File: config.mk
export PLATFORM = sky130hd
export DESIGN_NAME = serial_to_spi
export DESIGN_NICKNAME = d
export VERILOG_FILES = /design/src/rtl/serial_to_spi.sv
export SDC_FILE = /design/constraint.sdc
export NUM_CORES = 1
export LEC_CHECK = 0
export CAP_MARGIN = 5
export CORE_UTILIZATION = 55
export DETAILED_ROUTE_END_ITERATION = 16
export GPL_TIMING_DRIVEN = 0
export PLACE_DENSITY = 0.74
export SLEW_MARGIN = 25
export SYNTH_ARGS = -nofsm -noshare
export SYNTH_HDL_FRONTEND = slang
export SYNTH_SLANG_ARGS = --single-unit
export TNS_END_PERCENT = 20
File: constraint.sdc
create_clock -name clk -period 4.9 [get_ports clk]
set_input_delay 0.735 -clock clk [delete_from_list [all_inputs] [get_ports clk]]
set_output_delay 0.735 -clock clk [all_outputs]
set_load 0.02 [all_outputs]
File: src/rtl/serial_to_spi.sv
// UART-to-SPI bridge: each received 8N1 byte is shifted out on SPI mode 0,
// and the byte captured from miso is returned to the host as one 8N1 byte.
module serial_to_spi #(
    parameter int CLKS_PER_BIT = 32,
    parameter int SCK_HALF     = 2
) (
    input  logic clk,
    input  logic reset,
    input  logic tx,
    output logic rx,
    input  logic rts,
    output logic cts,
    output logic sck,
    output logic mosi,
    input  logic miso
);

    localparam int CW = $clog2(CLKS_PER_BIT);

    localparam logic [CW-1:0] C_BIT  = CW'(CLKS_PER_BIT - 1);
    localparam logic [CW-1:0] C_HALF = CW'(CLKS_PER_BIT / 2 - 1);
    localparam logic [CW-1:0] C_SCK  = CW'(SCK_HALF - 1);

    localparam logic [2:0] S_IDLE     = 3'd0;
    localparam logic [2:0] S_RX_START = 3'd1;
    localparam logic [2:0] S_RX_DATA  = 3'd2;
    localparam logic [2:0] S_RX_STOP  = 3'd3;
    localparam logic [2:0] S_SPI      = 3'd4;
    localparam logic [2:0] S_TX_WAIT  = 3'd5;
    localparam logic [2:0] S_TX       = 3'd6;

    logic          r_tx_s1;
    logic          r_tx_s2;
    logic          r_rts_s1;
    logic          r_rts_s2;
    logic          r_miso_s1;
    logic          r_miso_s2;
    logic [2:0]    r_state;
    logic [CW-1:0] r_cnt;
    logic [3:0]    r_bit;
    logic [7:0]    r_shift;
    logic          r_rx;
    logic          r_cts;
    logic          r_sck;
    logic          r_mosi;

    logic w_tx;
    logic w_rts;
    logic w_miso;

    assign w_tx   = r_tx_s2;
    assign w_rts  = r_rts_s2;
    assign w_miso = r_miso_s2;

    assign rx   = r_rx;
    assign cts  = r_cts;
    assign sck  = r_sck;
    assign mosi = r_mosi;

    always_ff @(posedge clk) begin
        if (!reset) begin
            r_tx_s1   <= 1'b1;
            r_tx_s2   <= 1'b1;
            r_rts_s1  <= 1'b0;
            r_rts_s2  <= 1'b0;
            r_miso_s1 <= 1'b0;
            r_miso_s2 <= 1'b0;
            r_state   <= S_IDLE;
            r_cnt     <= '0;
            r_bit     <= '0;
            r_shift   <= '0;
            r_rx      <= 1'b1;
            r_cts     <= 1'b0;
            r_sck     <= 1'b0;
            r_mosi    <= 1'b0;
        end else begin
            r_tx_s1   <= tx;
            r_tx_s2   <= r_tx_s1;
            r_rts_s1  <= rts;
            r_rts_s2  <= r_rts_s1;
            r_miso_s1 <= miso;
            r_miso_s2 <= r_miso_s1;

            unique case (r_state)
                S_IDLE: begin
                    r_cts <= 1'b1;
                    r_rx  <= 1'b1;
                    if (!w_tx) begin
                        r_state <= S_RX_START;
                        r_cts   <= 1'b0;
                        r_cnt   <= '0;
                    end
                end

                S_RX_START: begin
                    if (r_cnt == C_HALF) begin
                        r_cnt <= '0;
                        r_bit <= '0;
                        if (w_tx) begin
                            r_state <= S_IDLE;
                            r_cts   <= 1'b1;
                        end else begin
                            r_state <= S_RX_DATA;
                        end
                    end else begin
                        r_cnt <= r_cnt + CW'(1);
                    end
                end

                S_RX_DATA: begin
                    if (r_cnt == C_BIT) begin
                        r_cnt   <= '0;
                        r_shift <= {w_tx, r_shift[7:1]};
                        if (r_bit == 4'd7) begin
                            r_bit   <= '0;
                            r_state <= S_RX_STOP;
                        end else begin
                            r_bit <= r_bit + 4'd1;
                        end
                    end else begin
                        r_cnt <= r_cnt + CW'(1);
                    end
                end

                S_RX_STOP: begin
                    if (r_cnt == C_BIT) begin
                        r_cnt <= '0;
                        r_bit <= '0;
                        if (w_tx) begin
                            r_state <= S_SPI;
                            r_mosi  <= r_shift[7];
                            r_sck   <= 1'b0;
                        end else begin
                            r_state <= S_IDLE;
                            r_cts   <= 1'b1;
                        end
                    end else begin
                        r_cnt <= r_cnt + CW'(1);
                    end
                end

                // r_shift shifts left on each rise: out goes the sent bit,
                // in comes miso, so it ends holding the reply byte.
                S_SPI: begin
                    if (r_cnt == C_SCK) begin
                        r_cnt <= '0;
                        if (!r_sck) begin
                            r_sck   <= 1'b1;
                            r_shift <= {r_shift[6:0], w_miso};
                        end else begin
                            r_sck <= 1'b0;
                            if (r_bit == 4'd7) begin
                                r_bit   <= '0;
                                r_mosi  <= 1'b0;
                                r_state <= S_TX_WAIT;
                            end else begin
                                r_bit  <= r_bit + 4'd1;
                                r_mosi <= r_shift[7];
                            end
                        end
                    end else begin
                        r_cnt <= r_cnt + CW'(1);
                    end
                end

                S_TX_WAIT: begin
                    r_rx <= 1'b1;
                    if (w_rts) begin
                        r_state <= S_TX;
                        r_rx    <= 1'b0;
                        r_cnt   <= '0;
                        r_bit   <= '0;
                    end
                end

                // r_bit: 0 start, 1..8 data, 9 stop
                S_TX: begin
                    if (r_cnt == C_BIT) begin
                        r_cnt <= '0;
                        if (r_bit == 4'd9) begin
                            r_bit   <= '0;
                            r_state <= S_IDLE;
                            r_cts   <= 1'b1;
                            r_rx    <= 1'b1;
                        end else begin
                            r_bit <= r_bit + 4'd1;
                            r_rx  <= (r_bit == 4'd8) ? 1'b1
                                                     : r_shift[r_bit[2:0]];
                        end
                    end else begin
                        r_cnt <= r_cnt + CW'(1);
                    end
                end

                default: begin
                    r_state <= S_IDLE;
                end
            endcase
        end
    end

endmodule

==> results.toml <==
[final_layout]
antennaDiodeCount = 0
nNetsFinal = 238
final_common_cell = "dfxtp_1"
final_cell_area_um2 = 2040
drive_above_1_share_pct = 8.00
layout_common_cells = "30 x dfxtp_1, 24 x nand2_1, 13 x inv_1"
area_growth_pct = 11.5

[power]
ir_worst_vdd_mv = 0.156
p_sw_mw = 0.109
fin_total_pwr_mw = 0.477
combPwrFrac_pct = 6.3
powerDensity_nw_per_um2 = 234
p_leak_nw = 0.856
p_clk_share_pct = 41.4
p_int_mw = 0.368
switching_share_pct = 22.9
share_seq_of_total_power_pct = 52.4

[clock_network]
cts_resized = 0
clock_latency_ns = 0.34
cts_inserted_buffers = 5
path_clk_slew_ns = 0.09
postCtsSetupBuffers = 0
clockBufferDepth = 2
cts_tree = "built"
cts_hold_buf = 0
cts-root-buf = "clkbuf_4"
cts_sinks = 30
ctsHtreeMaxLevel = 2

[grt]
grt_pass1_vias = 1547
antenna_found_initial = 0
grt_max_degree = 11
grt_pass1_wl_um = 7080
grt_usage_pct = 27.0
overflow = 0

[job]
drv_cap = 0

[worst_setup_path]
reg2reg_depth = 9
cp_max_fo = 8
critPathLaunch = "r_cnt[0]$_SDFFE_PN0P_"
critPathCaptureType = "register"
critical_path_class = "register to register"
r2r_slack_ns = 2.45
startpoint_type = "register"
cp.required_ns = 5.13
cp.arrival_ns = 2.69
r2r_end = "r_bit[2]$_SDFFE_PN0P_"
r2r_start = "r_cnt[0]$_SDFFE_PN0P_"

[floorplanning]
start_util_pct = 59.0
die_area_um2 = 3560
die_w_um = 59.7
core.rowCount = 20
dieHeight_um = 59.7
core_area_um2 = 3100
io_pins = 9

[sta]
min_period_over_period_pct = 50.1
setup_viol = 0
hold_violations = 0
period_needed_ns = 2.45
rsz0062_at_grt = "false"
worst_slack_ns = 2.45
relSlewSlack_pct = 63.4
worst_pin_slew_ns = 0.547
fin_skew_ns = 0.0144
timing.fmax_mhz = 407
drv_slew = 0
holdWs_ns = 0.427
fin_setup_tns_ns = 0

[hold_path]
whs_path_depth = 1
hold_path.startpoint = "r_tx_s1$_SDFF_PN1_"
min_path_type = "register to register"
whs_endpoint = "r_tx_s2$_SDFF_PN1_"

[synthesis]
async_flop_share_pct = 0
synth_flop_cell = "dfxtp_1"
netlist_area_um2 = 1830
synth_seq_area_share_pct = 32.8
synthXorXnorAreaFrac_pct = 0
ys_seq_elements = 30
ys_types = 50
syn_avg_cell_area_um2 = 8.75
synth_simple_gate_area_share_pct = 26.4
yosysWarnings = 0
synth_enable_flop_cells = 0
synth_top_family_by_area = "simple AND/OR/NAND/NOR gates"
synth_nets = 223
synth.area.mux_share_pct = 7.39
synth_compound_area_share_pct = 21.5
netlist_instances = 209
yosys.area_share.adder_pct = 6.16

[routing]
drc = 0
vias = 1605
dr.pass1.iters = 10
drt_wl_total_um = 4130
drt_iter0_drc = 105
post_drt_wl_per_cell_um = 15.3
drtAntennaViolNets = 0
via_per_inst = 5.97

[place]
hpwl_um = 3080
gp_congestion = 0.893
portBuffers = 8
place_area_um2 = 1960
place_ws_ns = 2.51

[run_status]
outcome = "complete, no violations"
worst max path at each step:
stage                                 end  slack [ns]  depth (start not counted)
floorplan           r_bit[2]$_SDFFE_PN0P_        2.88                          9
global placement    r_bit[2]$_SDFFE_PN0P_        2.59                          9
detailed placement  r_bit[2]$_SDFFE_PN0P_        2.51                          9
CTS                 r_bit[2]$_SDFFE_PN0P_        2.49                          9
global route        r_bit[2]$_SDFFE_PN0P_        2.30                          9
finish              r_bit[2]$_SDFFE_PN0P_        2.45                          9
cell usage after synthesis, types with 2 or more instances:
cell type	count	area, µm²
a211oi_1	2	15.0
a21boi_0	2	15.0
a21oi_1	7	35.0
a311oi_1	2	17.5
a31oi_1	2	12.5
and2_1	6	37.5
and3_1	2	12.5
and3b_1	2	17.5
buf_2	2	10.0
clkbuf_1	8	30.0
dfxtp_1	30	601
ha_1	9	113
inv_1	13	48.8
mux2i_1	9	90.1
mux4_2	2	45.0
nand2_1	24	90.1
nand2b_1	4	25.0
nand3_1	9	45.0
nand4_1	5	31.3
nor2_1	11	41.3
nor2b_1	6	37.5
nor3_1	4	20.0
nor3b_1	2	15.0
o2111ai_1	2	17.5
o211a_1	8	80.1
o21ai_0	11	55.1
o41ai_1	2	17.5
logic make-up (layout without fill, tap and decap cells):
logic type / after synthesis / after routing
AOI/OAI and AO/OA: 51 / 51
muxes: 11 / 11
buffers and inverters: 24 / 40
and+or+nand+nor: 84 / 84
adders and majority gates: 9 / 9
DFF: 30 / 30
through the flow:
| step | util [%] | std cells |
|---|---|---|
| 2_1_floorplan | - | 209 |
| 3_3_place_gp | 63.3 | 261 |
| 3_5_place_dp | 63.3 | 261 |
| 4_1_cts | 65.7 | 269 |
| 5_1_grt | 65.7 | 269 |
| 6_report | 65.7 | 269 |
layer usage:
layer	vias up	share of wire [%]	global-route usage, %	wire length (µm)
met5	-	0	0	0
met4	0	2.2	11.3	92
met3	10	6.9	7.14	284
met2	62	46	41.7	1880
met1	744	45	35.4	1870
li1	789	-	-	-
flip-flops by register name, indices dropped and copies added, names as in the netlist:
| signal | count |
|---|---|
| r_shift | 8 |
| r_cnt | 5 |
| r_bit | 4 |
| r_state | 3 |
| cts | 1 |
| mosi | 1 |
| r_miso_s1 | 1 |
| r_miso_s2 | 1 |
| r_rts_s1 | 1 |
| r_rts_s2 | 1 |
| r_tx_s1 | 1 |
| r_tx_s2 | 1 |
| rx | 1 |
| sck | 1 |
power by group through the flow:
stage | clock [mW] | sequential [mW] | combinational [mW]
after floorplan | 0 | 0.255 | 0.0181
after CTS | 0.199 | 0.250 | 0.0297
after detailed placement | 0 | 0.255 | 0.0295
after global placement | 0 | 0.255 | 0.0287
after global routing | 0.211 | 0.250 | 0.0326
final | 0.197 | 0.250 | 0.0298
critical path, cell delays in order, from the launching register on:
cell and delay (ns):
dfxtp_1 0.43, ha_1 0.22, nand3_1 0.12, inv_1 0.10
ha_1 0.22, nand2b_1 0.16, o2bb2ai_2 0.11, nor4_4 0.53
o21ai_0 0.19, a31o_2 0.28
area by class of cell:
| cell class | count | area, µm² |
|---|---|---|
| Buffer | 11 | 55.1 |
| Fill cell | 290 | 1060 |
| Timing Repair Buffer | 8 | 80.1 |
| Multi-Input combinational cell | 155 | 1120 |
| Clock buffer | 7 | 45.0 |
| Sequential cell | 30 | 601 |
| Tap cell | 44 | 55.1 |
| Clock inverter | 1 | 30.0 |
| Inverter | 13 | 48.8 |
Note: power is estimated with default switching activity, not from simulation.
